$ cat src/rtl/reg_dump_reader_pkg.sv
// Shared definitions for the register-file read side: FSM state encoding,
// dump/single mode values and default geometry of the 8x32 register file.
package reg_dump_reader_pkg;

    localparam int NREG_DEF = 8;
    localparam int AW_DEF   = 3;
    localparam int DW_DEF   = 32;

    localparam logic MODE_DUMP   = 1'b0;
    localparam logic MODE_SINGLE = 1'b1;

    typedef enum logic [2:0] {
        ST_IDLE   = 3'd0,
        ST_FETCH  = 3'd1,
        ST_SEND_A = 3'd2,
        ST_SEND_B = 3'd3,
        ST_DONE   = 3'd4
    } state_t;

endpackage

$ cat src/rtl/reg_dump_reader.sv
// Read-side initiator for the register file: walks the two read ports a pair
// of registers at a time (or reads one register), captures both words in the
// same cycle and streams them out over valid/ready with an XOR checksum.
module reg_dump_reader
    import reg_dump_reader_pkg::*;
#(
    parameter int NREG = NREG_DEF,
    parameter int AW   = AW_DEF,
    parameter int DW   = DW_DEF
) (
    input  logic          clk,
    input  logic          cr,
    input  logic          start,
    input  logic          mode,
    input  logic [AW-1:0] sel_addr,
    output logic [AW-1:0] Addr_A,
    output logic [AW-1:0] Addr_B,
    input  logic [DW-1:0] QA,
    input  logic [DW-1:0] QB,
    output logic          out_valid,
    input  logic          out_ready,
    output logic [DW-1:0] out_data,
    output logic [AW-1:0] out_idx,
    output logic          busy,
    output logic          done,
    output logic [DW-1:0] checksum
);

    localparam logic [AW-1:0] LAST_PAIR = AW'(NREG / 2 - 1);

    state_t        state;
    logic          mode_q;
    logic [AW-1:0] pair;
    logic [DW-1:0] buf_a;
    logic [DW-1:0] buf_b;

    // Single FSM with all outputs registered; a word leaves only on handshake.
    always_ff @(posedge clk) begin
        if (cr) begin
            state     <= ST_IDLE;
            mode_q    <= MODE_DUMP;
            pair      <= '0;
            buf_a     <= '0;
            buf_b     <= '0;
            Addr_A    <= '0;
            Addr_B    <= '0;
            out_valid <= 1'b0;
            out_data  <= '0;
            out_idx   <= '0;
            busy      <= 1'b0;
            done      <= 1'b0;
            checksum  <= '0;
        end else begin
            done <= 1'b0;
            case (state)
                ST_IDLE: begin
                    if (start) begin
                        mode_q   <= mode;
                        checksum <= '0;
                        busy     <= 1'b1;
                        pair     <= '0;
                        if (mode == MODE_DUMP) begin
                            Addr_A <= '0;
                            Addr_B <= AW'(1);
                        end else begin
                            Addr_A <= sel_addr;
                        end
                        state <= ST_FETCH;
                    end
                end
                ST_FETCH: begin
                    buf_a     <= QA;
                    buf_b     <= QB;
                    out_valid <= 1'b1;
                    out_data  <= QA;
                    out_idx   <= Addr_A;
                    state     <= ST_SEND_A;
                end
                ST_SEND_A: begin
                    if (out_ready) begin
                        checksum <= checksum ^ buf_a;
                        if (mode_q == MODE_SINGLE) begin
                            out_valid <= 1'b0;
                            done      <= 1'b1;
                            state     <= ST_DONE;
                        end else begin
                            out_data <= buf_b;
                            out_idx  <= Addr_B;
                            state    <= ST_SEND_B;
                        end
                    end
                end
                ST_SEND_B: begin
                    if (out_ready) begin
                        checksum  <= checksum ^ buf_b;
                        out_valid <= 1'b0;
                        if (pair == LAST_PAIR) begin
                            done  <= 1'b1;
                            state <= ST_DONE;
                        end else begin
                            pair   <= pair + AW'(1);
                            Addr_A <= Addr_A + AW'(2);
                            Addr_B <= Addr_B + AW'(2);
                            state  <= ST_FETCH;
                        end
                    end
                end
                ST_DONE: begin
                    busy  <= 1'b0;
                    state <= ST_IDLE;
                end
                default: begin
                    state <= ST_IDLE;
                end
            endcase
        end
    end

endmodule

$ cat config.mk
export PLATFORM = sky130hd
export DESIGN_NAME = reg_dump_reader
export DESIGN_NICKNAME = d
export VERILOG_FILES = /design/src/rtl/reg_dump_reader_pkg.sv /design/src/rtl/reg_dump_reader.sv
export SDC_FILE = /design/constraint.sdc
export NUM_CORES = 1
export LEC_CHECK = 0
export CORE_MARGIN = 2
export CORE_UTILIZATION = 51
export CTS_CLUSTER_DIAMETER = 50
export DETAILED_ROUTE_END_ITERATION = 8
export PLACE_DENSITY = 0.88
export SLEW_MARGIN = 20
export SYNTH_ARGS = -nofsm -noshare
export SYNTH_HDL_FRONTEND = slang
export SYNTH_SLANG_ARGS = --single-unit
$ cat constraint.sdc
create_clock -name clk -period 2.45 [get_ports clk]
set_clock_uncertainty 0.05 [all_clocks]
set_input_delay 0.245 -clock clk [delete_from_list [all_inputs] [get_ports clk]]
set_output_delay 0.245 -clock clk [all_outputs]
set_load 0.01 [all_outputs]
==> flow_summary.yaml <==
run_status:
  status: "complete, no violations"
logic_synthesis:
  ys_ff_latch: 147
  synth_top_area_share_pct: 42.94
  ys_seq_area_share_pct: 42.94
  synth_edf_count: 0
  synth_area_leaders: "dfxtp_1 43%, mux2i_1 15%, nand2_1 9.3%"
  synth_top_flop_cell: "dfxtp_1"
  synth_area_um2: 6853
  synth-async-reset-ratio_pct: 0
  synth_cell_types: 42
  synth_fp_nets: 830
  syn_inst: 756
  yosysWarningCount: 0
  yosysTopAreaCell: "dfxtp_1"
  syn_avg_cell_area_um2: 9.065
clocking:
  insertion_delay_ns: 0.42
  cts_sinks: 147
  postCtsSetupRepairBufs: 0
  clock_path_buffers: 2
  clockRootBuffer: "clkbuf_16"
  clk_pin_slew_ns: 0.06
  cts_max_level: 4
  cts_tree: "done"
  cts_buffers: 17
  cts-resized-gates: 0
  cts_hold_buf: 0
cells_and_area:
  syn2layout_area_growth_pct: 31.06
  final_cell_area_um2: 8981
  fin_nets: 955
  drive_gt1_share_pct: 11.10
  num_antenna_cells: 0
  utilization_pct: 68.09
  final_cells: 1068
  final.fill_count: 972
placement:
  gp_congestion: 0.8231
  place_ws_ns: 0.4268
  placed_area_um2: 8478
  dp_cells: 1038
  place_hpwl_mm: 12.40
  port_buffers: 147
drt:
  wl_mm: 19.02
  wire_per_inst_um: 17.81
  routed_via_density: 5.882
  ant_nets: 0
  via_count: 6282
  drtIter0Drc: 571
  drtPass1Iterations: 5
  drc: 0
global_route:
  grt_pass1_wl_mm: 30.50
  overflow: 0
  antenna_found_initial: 0
  use_met2_pct: 41.87
  busiest_layer: "met2"
  grt_pass1_vias: 6010
  grt_max_degree: 89
  gr-usage-met3_pct: 7.034
  gr-usage-all-layers_pct: 26.77
  grtUsageMet1_pct: 35.27
floorplan:
  fp.dieW_um: 119.9
  start_util_pct: 51.95
  rows: 42
  die_area_um2: 14380
  die_h_um: 119.9
  io_pins: 148
  core_area_um2: 13190
worst_setup_path:
  end_kind: "flop"
  setup.worst_path.start_class: "flop"
  criticalPathCategory: "reg -> reg"
  critPathRequiredTime_ns: 2.67
  arrival_ns: 2.20
  critical_path.max_fanout: 23
power_and_ir_drop:
  p_total_mw: 6.266
  p_per_area_nw_per_um2: 697.7
  ir_drop_v: 0.0005161
  p_leak_nw: 3.118
sta:
  min_period_ns: 1.981
  rsz0062_at_grt: "no"
  drv_slew: 0
  worst_slack_ns: 0.4689
  whs_ns: 0.2430
  max_slew_margin_pct: 66.54
  max_freq_mhz: 504.8
  setup_violations: 0
  tns_ns: 0
  finalCritPeriodShare_pct: 80.86
  hold_viol: 0
  tightest_slew_ns: 0.5018
min_path:
  worstHoldPathType: "in -> reg"
flow_run:
  drv_cap: 0
==> worst paths after layout <==
path	slack, ns	endpoint	start	depth (start not counted)
setup / recovery	0.47	out_data[21]	state[2]	5
hold / removal	0.24	state[0]	cr	2
setup reg to reg	0.47	out_data[21]	state[2]	5
hold reg to reg	0.42	buf_a[8]	buf_a[8]	2
==> placed cells by master (no fill, tap or decap), types with 5 or more instances in the layout <==
cell	instances
a221oi_1	7
buf_4	30
nand2_1	170
clkdlybuf4s50_1	146
nor2_1	38
o32ai_1	31
inv_1	8
dfxtp_1	146
o21ai_0	5
a221oi_2	30
a22oi_1	31
clkbuf_16	17
mux2i_1	100
a21oi_1	72
clkinv_2	7
==> cell families after synthesis <==
kind of cell | count (synthesis) | synth area share, %
buffers and inverters | 80 | 5.532
AOI/OAI and AO/OA | 187 | 21.87
muxes | 100 | 14.61
adders and majority gates | 2 | 0.3651
and+or+nand+nor | 240 | 14.68
DFF | 147 | 42.94
==> layer usage <==
layer  wire (um)  up-vias
met5           0        -
met4         408        0
met3        1449       36
met2        8911      252
met1        8253     3013
li1            -     2981
==> worst max-delay path: stages (launching register included) <==
cell and delay (ns):
dfxtp_1 0.38, buf_4 0.20, or3b_2 0.54, o21ai_4 0.10, buf_4 0.40, a221oi_1 0.16
==> final cells by class <==
cell class / instances / area (um^2) / share of cell area, %
clock buffers: 23 / 467.9 / 5.210
clock inverters: 7 / 35.03 / 0.3901
inverters: 8 / 30.03 / 0.3344
well taps: 176 / 220.2 / 2.452
repair buffers: 178 / 1727 / 19.23
multi-input cells: 529 / 3557 / 39.61
flip-flops and latches: 147 / 2944 / 32.78
==> state kept, by name, indices dropped and copies added, names as in the netlist <==
register   flops
mode_q         1
buf_a         32
out_data      32
Addr_A         3
pair           3
checksum      32
buf_b         32
out_idx        3
state          3
done           1
out_valid      1
Addr_B         3
busy           1
==> cell usage after synthesis, types with 2 or more instances <==
| cell | count |
|---|---|
| nand2_1 | 170 |
| nor2_1 | 38 |
| buf_6 | 7 |
| o32ai_1 | 31 |
| nor2b_1 | 3 |
| a221oi_2 | 30 |
| or3b_2 | 2 |
| o21ai_0 | 5 |
| buf_2 | 15 |
| a21oi_1 | 72 |
| clkbuf_1 | 47 |
| buf_4 | 2 |
| nand3_1 | 4 |
| nand3b_1 | 3 |
| and3_1 | 3 |
| inv_1 | 8 |
| a22oi_1 | 31 |
| ha_1 | 2 |
| or3_1 | 2 |
| nand2b_1 | 3 |
| and3b_1 | 3 |
| a311oi_1 | 3 |
| a221oi_1 | 7 |
| dfxtp_1 | 147 |
| mux2i_1 | 100 |
| nor3b_1 | 2 |
==> report_power, final <==
part,switching [mW],internal [mW]
clock network,0.942,1.32
logic,0.686,0.624
registers,0.130,2.56
No activity file was read; power rests on OpenSTA's default activity.
